--- src/rtl/ram_bus_arbiter_pkg.sv ---
// Shared types and helpers for the RAM bus arbiter: FSM encoding, default widths,
// and the per-requester slice extractor for packed address/data buses.
package arb_pkg;

  typedef enum logic [1:0] {
    ST_IDLE   = 2'd0,
    ST_GRANT  = 2'd1,
    ST_ACCESS = 2'd2,
    ST_RESP   = 2'd3
  } arb_state_t;

  localparam int unsigned DEF_ADDR_W = 8;
  localparam int unsigned DEF_DATA_W = 8;

  // Packed buses wider than BUS_W or slices wider than SLICE_W are not supported.
  localparam int unsigned BUS_W   = 64;
  localparam int unsigned SLICE_W = 32;

  function automatic logic [SLICE_W-1:0] req_slice(input logic [BUS_W-1:0] bus,
                                                   input int unsigned idx,
                                                   input int unsigned w);
    logic [BUS_W-1:0] shifted;
    logic [BUS_W-1:0] mask;
    shifted = bus >> (idx * w);
    mask    = (BUS_W'(1) << w) - BUS_W'(1);
    return SLICE_W'(shifted & mask);
  endfunction

endpackage

--- src/rtl/ram_bus_arbiter_if.sv ---
// Requester-side bus of the RAM arbiter: requests and write payloads in,
// one-hot grant/ack and read data out.
interface ram_bus_arbiter_if #(
  parameter int unsigned N_REQ  = 3,
  parameter int unsigned ADDR_W = 8,
  parameter int unsigned DATA_W = 8
);
  logic [N_REQ-1:0]        req;
  logic [N_REQ-1:0]        we;
  logic [N_REQ*ADDR_W-1:0] addr;
  logic [N_REQ*DATA_W-1:0] wdata;
  logic                    cpu_lock;
  logic [N_REQ-1:0]        gnt;
  logic [N_REQ-1:0]        ack;
  logic [DATA_W-1:0]       rdata;

  modport master (output req, we, addr, wdata, cpu_lock, input gnt, ack, rdata);
  modport slave  (input req, we, addr, wdata, cpu_lock, output gnt, ack, rdata);
endinterface

--- src/rtl/ram_bus_arbiter_rr_pick.sv ---
// Combinational rotating-priority selector: first requester with req set,
// searching upward from rr_ptr modulo N_REQ.
module rr_pick #(
  parameter int unsigned N_REQ = 3,
  parameter int unsigned PTR_W = 2
) (
  input  logic [N_REQ-1:0] req,
  input  logic [PTR_W-1:0] rr_ptr,
  output logic [PTR_W-1:0] winner,
  output logic             valid
);
  always_comb begin
    int unsigned idx;
    idx    = 0;
    winner = '0;
    valid  = 1'b0;
    for (int unsigned k = 0; k < N_REQ; k++) begin
      idx = 32'(rr_ptr) + k;
      if (idx >= N_REQ) idx = idx - N_REQ;
      if (!valid && req[idx]) begin
        valid  = 1'b1;
        winner = PTR_W'(idx);
      end
    end
  end
endmodule

--- src/rtl/ram_bus_arbiter.sv ---
// Single-port RAM arbiter for CPU, loader and display scanner: rotating priority,
// fixed GRANT/ACCESS/RESP sequence, and a bounded CPU bus lock.
module ram_bus_arbiter
  import arb_pkg::*;
#(
  parameter int unsigned N_REQ    = 3,
  parameter int unsigned ADDR_W   = DEF_ADDR_W,
  parameter int unsigned DATA_W   = DEF_DATA_W,
  parameter int unsigned LOCK_MAX = 4
) (
  input  logic              dclk,
  input  logic              reset,
  ram_bus_arbiter_if.slave  bif,
  output logic [ADDR_W-1:0] ram_addr,
  output logic [DATA_W-1:0] ram_wdata,
  output logic              ram_en,
  output logic              ram_we,
  input  logic [DATA_W-1:0] ram_rdata,
  output logic              busy,
  output logic              lock_brk
);
  localparam int unsigned PTR_W  = (N_REQ > 1) ? $clog2(N_REQ) : 1;
  localparam int unsigned LCNT_W = (LOCK_MAX > 2) ? $clog2(LOCK_MAX) : 1;

  arb_state_t        state_q, state_d;
  logic [PTR_W-1:0]  owner_q, owner_d;
  logic [PTR_W-1:0]  rr_ptr_q, rr_ptr_d;
  logic [LCNT_W-1:0] lock_cnt_q, lock_cnt_d;
  logic [ADDR_W-1:0] ram_addr_q, ram_addr_d;
  logic [DATA_W-1:0] ram_wdata_q, ram_wdata_d;
  logic              ram_we_q, ram_we_d;
  logic              ram_en_q, ram_en_d;
  logic              ram_wr_q, ram_wr_d;
  logic [N_REQ-1:0]  gnt_q, gnt_d;
  logic [N_REQ-1:0]  ack_q, ack_d;
  logic [DATA_W-1:0] rdata_q, rdata_d;
  logic              lock_brk_q, lock_brk_d;

  logic [PTR_W-1:0]  pick_idx;
  logic              pick_vld;
  logic              lock_hold;

  rr_pick #(.N_REQ(N_REQ), .PTR_W(PTR_W)) u_pick (
    .req    (bif.req),
    .rr_ptr (rr_ptr_q),
    .winner (pick_idx),
    .valid  (pick_vld)
  );

  assign lock_hold = (owner_q == '0) && bif.cpu_lock && bif.req[0];

  always_comb begin
    state_d     = state_q;
    owner_d     = owner_q;
    rr_ptr_d    = rr_ptr_q;
    lock_cnt_d  = lock_cnt_q;
    ram_addr_d  = ram_addr_q;
    ram_wdata_d = ram_wdata_q;
    ram_we_d    = ram_we_q;
    gnt_d       = gnt_q;
    rdata_d     = rdata_q;
    ram_en_d    = 1'b0;
    ram_wr_d    = 1'b0;
    ack_d       = '0;
    lock_brk_d  = 1'b0;
    unique case (state_q)
      ST_IDLE: begin
        if (pick_vld) begin
          owner_d     = pick_idx;
          ram_addr_d  = ADDR_W'(req_slice(BUS_W'(bif.addr), 32'(pick_idx), ADDR_W));
          ram_wdata_d = DATA_W'(req_slice(BUS_W'(bif.wdata), 32'(pick_idx), DATA_W));
          ram_we_d    = bif.we[pick_idx];
          gnt_d       = N_REQ'(1) << pick_idx;
          state_d     = ST_GRANT;
        end
      end
      ST_GRANT: begin
        if (!bif.req[owner_q]) begin
          gnt_d   = '0;
          state_d = ST_IDLE;
        end else begin
          ram_en_d = 1'b1;
          ram_wr_d = ram_we_q;
          state_d  = ST_ACCESS;
        end
      end
      ST_ACCESS: begin
        ack_d   = gnt_q;
        state_d = ST_RESP;
      end
      ST_RESP: begin
        if (!ram_we_q) rdata_d = ram_rdata;
        if (lock_hold && (lock_cnt_q < LCNT_W'(LOCK_MAX - 1))) begin
          // Locked CPU skips IDLE and re-arbitration; gnt stays on requester 0.
          lock_cnt_d  = lock_cnt_q + LCNT_W'(1);
          ram_addr_d  = bif.addr[ADDR_W-1:0];
          ram_wdata_d = bif.wdata[DATA_W-1:0];
          ram_we_d    = bif.we[0];
          state_d     = ST_GRANT;
        end else begin
          if (lock_hold) begin
            lock_brk_d = 1'b1;
            rr_ptr_d   = PTR_W'(1);
          end else begin
            rr_ptr_d = (32'(owner_q) == N_REQ - 1) ? '0 : owner_q + PTR_W'(1);
          end
          lock_cnt_d = '0;
          gnt_d      = '0;
          state_d    = ST_IDLE;
        end
      end
      default: state_d = ST_IDLE;
    endcase
  end

  always_ff @(posedge dclk or negedge reset) begin
    if (!reset) begin
      state_q     <= ST_IDLE;
      owner_q     <= '0;
      rr_ptr_q    <= '0;
      lock_cnt_q  <= '0;
      ram_addr_q  <= '0;
      ram_wdata_q <= '0;
      ram_we_q    <= 1'b0;
      ram_en_q    <= 1'b0;
      ram_wr_q    <= 1'b0;
      gnt_q       <= '0;
      ack_q       <= '0;
      rdata_q     <= '0;
      lock_brk_q  <= 1'b0;
    end else begin
      state_q     <= state_d;
      owner_q     <= owner_d;
      rr_ptr_q    <= rr_ptr_d;
      lock_cnt_q  <= lock_cnt_d;
      ram_addr_q  <= ram_addr_d;
      ram_wdata_q <= ram_wdata_d;
      ram_we_q    <= ram_we_d;
      ram_en_q    <= ram_en_d;
      ram_wr_q    <= ram_wr_d;
      gnt_q       <= gnt_d;
      ack_q       <= ack_d;
      rdata_q     <= rdata_d;
      lock_brk_q  <= lock_brk_d;
    end
  end

  // Read data bypasses the register during a read RESP so the owner sees it with ack.
  assign bif.rdata = (state_q == ST_RESP && !ram_we_q) ? ram_rdata : rdata_q;
  assign bif.gnt   = gnt_q;
  assign bif.ack   = ack_q;
  assign ram_addr  = ram_addr_q;
  assign ram_wdata = ram_wdata_q;
  assign ram_en    = ram_en_q;
  assign ram_we    = ram_wr_q;
  assign busy      = (state_q != ST_IDLE);
  assign lock_brk  = lock_brk_q;
endmodule

--- src/flat_wrapper.sv ---
// flat-port wrapper written by rule: the top's interface ports become plain ports
module ram_bus_arbiter_flat import arb_pkg::*;
#(
  parameter int unsigned N_REQ    = 3,
  parameter int unsigned ADDR_W   = DEF_ADDR_W,
  parameter int unsigned DATA_W   = DEF_DATA_W,
  parameter int unsigned LOCK_MAX = 4
)
  (dclk, reset, ram_addr, ram_wdata, ram_en, ram_we, ram_rdata, busy, lock_brk, bif_req, bif_we, bif_addr, bif_wdata, bif_cpu_lock, bif_gnt, bif_ack, bif_rdata);
  ram_bus_arbiter_if #(.N_REQ(N_REQ), .ADDR_W(ADDR_W), .DATA_W(DATA_W)) bif_i ();
  input  logic dclk;
  input  logic reset;
  output logic [ADDR_W-1:0] ram_addr;
  output logic [DATA_W-1:0] ram_wdata;
  output logic ram_en;
  output logic ram_we;
  input  logic [DATA_W-1:0] ram_rdata;
  output logic busy;
  output logic lock_brk;
  input wire logic [$bits(bif_i.req)-1:0] bif_req;
  input wire logic [$bits(bif_i.we)-1:0] bif_we;
  input wire logic [$bits(bif_i.addr)-1:0] bif_addr;
  input wire logic [$bits(bif_i.wdata)-1:0] bif_wdata;
  input wire logic [$bits(bif_i.cpu_lock)-1:0] bif_cpu_lock;
  output wire logic [$bits(bif_i.gnt)-1:0] bif_gnt;
  output wire logic [$bits(bif_i.ack)-1:0] bif_ack;
  output wire logic [$bits(bif_i.rdata)-1:0] bif_rdata;
  assign bif_i.req = bif_req;
  assign bif_i.we = bif_we;
  assign bif_i.addr = bif_addr;
  assign bif_i.wdata = bif_wdata;
  assign bif_i.cpu_lock = bif_cpu_lock;
  assign bif_gnt = bif_i.gnt;
  assign bif_ack = bif_i.ack;
  assign bif_rdata = bif_i.rdata;
  ram_bus_arbiter #(.N_REQ(N_REQ), .ADDR_W(ADDR_W), .DATA_W(DATA_W), .LOCK_MAX(LOCK_MAX)) u_core (.dclk(dclk), .reset(reset), .bif(bif_i), .ram_addr(ram_addr), .ram_wdata(ram_wdata), .ram_en(ram_en), .ram_we(ram_we), .ram_rdata(ram_rdata), .busy(busy), .lock_brk(lock_brk));
endmodule
--- config.mk ---
export PLATFORM = sky130hd
export DESIGN_NAME = ram_bus_arbiter_flat
export DESIGN_NICKNAME = d
export VERILOG_FILES = /design/src/rtl/ram_bus_arbiter_pkg.sv /design/src/rtl/ram_bus_arbiter_if.sv /design/src/rtl/ram_bus_arbiter_rr_pick.sv /design/src/rtl/ram_bus_arbiter.sv /design/src/flat_wrapper.sv
export SDC_FILE = /design/constraint.sdc
export NUM_CORES = 1
export LEC_CHECK = 0
export BUFFER_PORTS_ARGS = -buffer_cell sky130_fd_sc_hd__buf_2
export CELL_PAD_IN_SITES_DETAIL_PLACEMENT = 1
export CELL_PAD_IN_SITES_GLOBAL_PLACEMENT = 1
export CORE_MARGIN = 2
export CORE_UTILIZATION = 33
export CTS_BUF_LIST = sky130_fd_sc_hd__clkbuf_8 sky130_fd_sc_hd__clkbuf_16
export DETAILED_ROUTE_END_ITERATION = 10
export PLACE_DENSITY_LB_ADDON = 0.12
export SLEW_MARGIN = 0
export SYNTH_ARGS = -nofsm -noshare
export SYNTH_HDL_FRONTEND = slang
export SYNTH_SLANG_ARGS = --single-unit
--- constraint.sdc ---
create_clock -name dclk -period 2.5 [get_ports dclk]
set_clock_uncertainty 0.1 [all_clocks]
set_input_delay 0.25 -clock dclk [delete_from_list [all_inputs] [get_ports dclk]]
set_output_delay 0.25 -clock dclk [all_outputs]
set_load 0.02 [all_outputs]
==> flow_metrics.tcl, run 1 <==
set metrics [dict create \
    gp_congestion 0.8656 \
    ys_warn_count 0 \
    portBuffers 98 \
    antenna_cells 0 \
    hold_ws_ns 0.01107 \
    clock_latency_ns 0.30 \
    multi_input_area_um2 1670 \
    design.core.area_um2 8175 \
    crit_path_end_kind "register" \
    fp.dieH_um 95.75 \
    final_core_util 0.4596 \
    synth_seq_area_share 0.3784 \
    num_vias 2801 \
    synth_top_area_frac 0.3784 \
    cap_viol_max_count 0 \
    ctsRootBufferMaster "clkbuf_8" \
    syn_area_per_cell_um2 9.448 \
    min_period_over_period 1.007 \
    peakVddDrop_mv 0.4507 \
    drtPass1Iterations 4 \
    syn-num-nets 364 \
    period_minus_slack_ns 2.518 \
    drt-initial-drc-count 72 \
    synthesis.area_um2 2778 \
    clkTransAtPathRegs_ns 0.09 \
    setup_violations 11 \
    htreeDepth 2 \
    antenna_found_initial 0 \
    synth_flop_cell "dfrtp_1" \
    cts_buffer_depth 2 \
    startpoint_type "register" \
    drt-total-wl_um 9130 \
    dieArea_um2 9167 \
    nFillCells 1002 \
    fin_nets 482 \
    num_io_pins 99 \
    status "finished, violations left" \
    synth-seq-cells 42 \
    rows 33 \
    postSynth.asyncResetShare 1.000 \
    register_area_um2 1051 \
    hold_class "in -> async" \
    synth_cells 294 \
    rsz0062_at_grt "yes" \
    grt_first_pass_wirelength_um 14520 \
    hold_viol 0 \
    p_per_area_nw_per_um2 1456 \
    die_w_um 95.75 \
    synthDistinctLibCells 50 \
    violations "negative setup slack" \
    fin_area_um2 3757 \
    synthTopCellsByArea "dfrtp_1 (38%), mux2_2 (7.3%), nand2_1 (5.8%)" \
    cts_tree "done" \
    post_drt_wl_per_cell_um 17.66 \
    max_freq_mhz 397.1 \
    cp.arrival_ns 2.61 \
    grt_max_degree 43 \
    fin_tns_setup_ns -0.1135 \
    drive_gt1_frac 0.4442 \
    power_leakage_nw 1.902 \
    path_class "reg -> reg" \
    slew_headroom 0.3386 \
    drv_slew 0 \
    grt.total_usage 0.2071 \
    numCtsBuffers 5 \
    drc_errors 0 \
    required_ns 2.59 \
    power.total_mw 5.470 \
    worstPathMaxFanout 19 \
    grt_overflow 0 \
    syn2layout_area_growth_pct 35.27 \
    ant_nets 0 \
    hpwl_um 6841 \
    final.setup.worst_slack_ns -0.01827 \
    avgViaCountPerCell 5.418 \
    synth_top_area_cell "dfrtp_1" \
    grt_pass1_vias 2860 \
    clkSinkCount 42 \
    tightest_slew_ns 0.9921 \
    dpl_cell_area_um2 3585 \
    synth_edf_count 0 \
    initial_core_util 0.3398 \
]
layout by cell type, fill, tap and decap left out, types with 2 or more instances in the layout:
cell,instances
buf_2,98
nand2_1,42
dfrtp_1,42
buf_4,28
nor2_1,19
and3_1,17
a22oi_1,17
mux2_2,16
a221o_1,16
a31oi_1,15
mux2_4,10
inv_1,6
and2_1,5
a21oi_1,5
a21o_1,5
o21ai_0,5
clkbuf_8,5
nand2b_1,4
buf_12,4
nand3_1,3
a31oi_2,3
inv_2,2
nor4_1,2
and3b_1,2
mux2i_1,2
a32o_1,2
a22o_1,2
o2bb2ai_1,2
a211oi_1,2
ha_4,2
ha_1,2
clkinv_2,2
where the power goes:
part | switching [mW] | internal [mW]
logic | 2.09 | 1.78
registers | 0.190 | 0.986
clock network | 0.241 | 0.188
final timing paths:
check	from	endpoint	slack, ns	cells after the start
worst min-delay path	reset	u_core.owner_q[1]	0.01	1
worst min register to register	u_core.rdata_q[4]	u_core.rdata_q[4]	0.40	1
max in group asynchronous	reset	u_core.rdata_q[4]	1.67	1
worst max register to register	u_core.rr_ptr_q[1]	u_core.ram_addr[4]	-0.02	9
worst max-delay path	u_core.rr_ptr_q[1]	u_core.ram_addr[4]	-0.02	9
min in group dclk	bif_cpu_lock	u_core.lock_brk	0.09	3
registers in the layout (all words and copies together), names as in the netlist, named ones only:
signal and flops:
u_core.ram_addr 8, u_core.ram_we_q 1, u_core.lock_brk 1, u_core.rr_ptr_q 2
u_core.ram_we 1, u_core.state_q 1, u_core.owner_q 2, u_core.ram_en 1
u_core.ram_wdata 8, u_core.bif.gnt 3, u_core.lock_cnt_q 2, u_core.bif.ack 3
u_core.rdata_q 8
worst max-delay path: stages, from the launching register on:
cell and delay, ns:
dfrtp_1 0.41, inv_2 0.08, ha_4 0.16, mux2_4 0.31, a21o_1 0.18, or3b_4 0.39
buf_12 0.17, mux2_2 0.22, a31oi_1 0.08, a221o_1 0.29
layout make-up:
| cell class | instances | share of cell area |
|---|---|---|
| flip-flops and latches | 42 | 0.2797 |
| clock inverters | 2 | 0.002664 |
| clock buffers | 5 | 0.01832 |
| well taps | 105 | 0.03497 |
| multi-input cells | 223 | 0.4446 |
| inverters | 9 | 0.008991 |
| repair buffers | 131 | 0.2108 |
Yosys cell counts, types with 2 or more instances:
| master | number |
|---|---|
| clkbuf_1 | 12 |
| buf_6 | 2 |
| dfrtp_1 | 42 |
| nand3_1 | 3 |
| a22o_1 | 2 |
| clkbuf_2 | 2 |
| a21o_1 | 5 |
| a211oi_1 | 2 |
| nor2_1 | 19 |
| a21oi_1 | 5 |
| a22oi_1 | 17 |
| a32o_1 | 2 |
| a221o_1 | 16 |
| o21ai_0 | 5 |
| inv_1 | 8 |
| ha_1 | 5 |
| and3b_1 | 3 |
| and2_1 | 5 |
| nand2_1 | 43 |
| buf_2 | 3 |
| mux2_2 | 18 |
| mux2_4 | 8 |
| mux2i_1 | 2 |
| nor4_1 | 2 |
| nand2b_1 | 4 |
| o2bb2ai_1 | 2 |
| and3_1 | 17 |
| a31oi_1 | 18 |
cells by family after synthesis:
logic type,after synthesis,synth area share
simple gates,106,0.1878
compound gates,84,0.2351
flops,42,0.3784
buf+inv,29,0.05270
mux,28,0.1234
fa+ha+maj,5,0.02252
layer usage:
| layer | part of all wire | vias up | GRT usage |
|---|---|---|---|
| met1 | 0.45 | 1369 | 0.2663 |
| met5 | 0 | - | 0 |
| met2 | 0.48 | 86 | 0.3526 |
| met3 | 0.048 | 15 | 0.03681 |
| met4 | 0.021 | 0 | 0.06667 |
| li1 | - | 1331 | - |
timing repair:
item / 4_1_cts / 5_1_grt
endpoints found under the setup margin: 17 / 18
pin swaps: 0 / 3
hold buffers: 0 / 0
resized for setup: 9 / 7
buffers inserted: 2 / 2
metrics by stage:
| step | instances | worst slack (ns) |
|---|---|---|
| 2_1_floorplan | 294 | -0.1857 |
| 3_3_place_gp | 506 | -0.02462 |
| 3_5_place_dp | 506 | -0.07453 |
| 4_1_cts | 515 | -0.01770 |
| 5_1_grt | 517 | -0.1150 |
| 6_report | 517 | -0.01827 |
No activity file was read; power rests on OpenSTA's default activity.
==> inputs of run 2 (changes only) <==
==> constraint.sdc (replaced) <==
create_clock -name dclk -period 2.1 [get_ports dclk]
set_clock_uncertainty 0.1 [all_clocks]
set_input_delay 0.21 -clock dclk [delete_from_list [all_inputs] [get_ports dclk]]
set_output_delay 0.21 -clock dclk [all_outputs]
set_load 0.02 [all_outputs]
==> run 2 against run 1 <==
  * The flow still finishes with violations (negative setup slack)
  * Highest routed layer unchanged
  * Core utilization increased by 3.8 points
  * Largest power group unchanged
  * Die area is the same
  * Critical path depth unchanged
  * Largest cell class unchanged
==> flow_metrics.tcl, run 2 (same netlist as run 1, synthesis figures left out) <==
set metrics [dict create \
    final_cell_mix "buf_2 (98), nand2_1 (42), buf_4 (42), dfrtp_1 (41)" \
    dpl_cell_area_um2 3727 \
    critPathMaxStageDelay_ns 0.41 \
    grt_pass1_vias 3045 \
    cap_viol_max_count 0 \
    num_io_pins 99 \
    p_per_area_nw_per_um2 1751 \
    cp_num_buf_inv 2 \
    place_ws_ns -0.5097 \
    num_vias 2913 \
    grt_first_pass_wirelength_um 15150 \
    nFillCells 967 \
    clock_latency_ns 0.29 \
    max_freq_mhz 384.8 \
    required_ns 2.18 \
    crit_cells 9 \
    cp.arrival_ns 2.68 \
    crit_start "u_core.rr_ptr_q[1]" \
    min_from "bif_cpu_lock" \
    drtPass1Iterations 4 \
    fin_area_um2 4068 \
    path_class "reg -> reg" \
    clkSinkCount 42 \
    numCtsBuffers 5 \
    drive_gt1_frac 0.4920 \
    cts_tree "done" \
    fp.dieH_um 95.75 \
    rows 33 \
    portBuffers 98 \
    period_minus_slack_ns 2.598 \
    setup_violations 22 \
    drt-initial-drc-count 83 \
    hpwl_um 7211 \
    grt.total_usage 0.2130 \
    final.setup.worst_slack_ns -0.4985 \
    rsz0062_at_grt "yes" \
    hold_viol 0 \
    htreeDepth 2 \
    tightest_slew_ns 0.4792 \
    design.core.area_um2 8175 \
    min_period_over_period 1.237 \
    fin_nets 505 \
    avgViaCountPerCell 5.394 \
    ant_nets 0 \
    final_common_cell "buf_2" \
    r2r_cells 9 \
    violations "negative setup slack" \
    ctsRootBufferMaster "clkbuf_8" \
    worstPathMaxFanout 8 \
    die_w_um 95.75 \
    hold_class "in -> reg" \
    drt-total-wl_um 9693 \
    initial_core_util 0.3398 \
    startpoint_type "register" \
    gp_congestion 0.8371 \
    drc_errors 0 \
    antenna_found_initial 0 \
    dieArea_um2 9167 \
    syn2layout_area_growth_pct 46.44 \
    worst_path_max_delay_cell "dfrtp_1" \
    clkTransAtPathRegs_ns 0.08 \
    drv_slew 0 \
    grt_max_degree 26 \
    peakVddDrop_mv 0.6638 \
    cts_buffer_depth 2 \
    fin_tns_setup_ns -8.067 \
    slew_headroom 0.6805 \
    antenna_cells 0 \
    critPathCapture "u_core.ram_addr[0]" \
    power_leakage_nw 2.052 \
    regToRegSetupSlack_ns -0.50 \
    status "finished, violations left" \
    cp_top_family "simple AND/OR/NAND/NOR gates" \
    crit_path_end_kind "register" \
    post_drt_wl_per_cell_um 17.95 \
    reg2reg_to "u_core.ram_addr[0]" \
    timing.critical_path.cells "buf_6 > ha_4 > and3b_1 > a21o_1 > or3b_4 > buf_8 > mux2_2 > a31oi_1 > a221o_1" \
    grt_overflow 0 \
    reg2reg_from "u_core.rr_ptr_q[1]" \
]
==> run 2: cell count changes in the layout (fill, tap and decap cells not counted), moves of 2 or more <==
cell	before	now
ha_4	2	4
a31oi_1	15	17
buf_6	1	6
a31oi_2	3	1
nor2_2	1	3
nor2_1	19	16
a211oi_1	2	0
buf_4	28	42
a211oi_2	1	3
==> run 2: power by group <==
group	internal, mW	switching (mW)
registers	1.18	0.206
clock network	0.224	0.284
logic	2.51	2.72
==> run 2: layout make-up <==
class                   instances  area, um^2  area share
clock buffers                   5       68.82     0.01692
well taps                     105       131.4     0.03230
repair buffers                154        1026      0.2522
clock inverters                 2       10.01    0.002461
flip-flops and latches         42        1052      0.2587
multi-input cells             223        1743      0.4285
inverters                       9       36.28    0.008920
==> run 2: layer usage <==
| metal | routed length (um) | GRT usage |
|---|---|---|
| met1 | 4086 | 0.2595 |
| met2 | 5099 | 0.3910 |
| met3 | 436 | 0.03289 |
| met4 | 71 | 0.05238 |
| met5 | 0 | 0 |
==> run 2: worst register-to-register path: stages (launching register included) <==
cell	delay (ns)
dfrtp_1	0.41
buf_6	0.14
ha_4	0.22
and3b_1	0.22
a21o_1	0.19
or3b_4	0.41
buf_8	0.16
mux2_2	0.22
a31oi_1	0.10
a221o_1	0.31
==> run 2: how the worst min path moves through the flow <==
stage,to,depth (start not counted)
2_1_floorplan,asynchronous set/reset pin,0
3_3_place_gp,u_core.lock_brk,1
3_5_place_dp,u_core.lock_brk,1
4_1_cts,u_core.lock_brk,3
5_1_grt,u_core.lock_brk,3
6_report,u_core.lock_brk,3
==> run 2: what timing repair did <==
item / in CTS / in global routing
pin swaps: 6 / 8
hold endpoints to repair: 17 / 0
resized for setup: 29 / 15
buffers inserted: 7 / 0
gates cloned: 1 / 0
setup endpoints to repair: 30 / 30
hold buffers: 1 / 0
==> run 2: metrics by stage <==
stage,util,total power [mW],std cells,hold slack [ns]
after floorplan,-,4.232,294,-0.1856
after CTS,0.4890,7.024,540,0.04458
after global routing,0.4976,7.657,540,0.05607
after detailed placement,0.4559,6.023,524,0.1054
final,0.4976,7.122,540,0.04883
after global placement,0.4559,5.862,524,0.1012
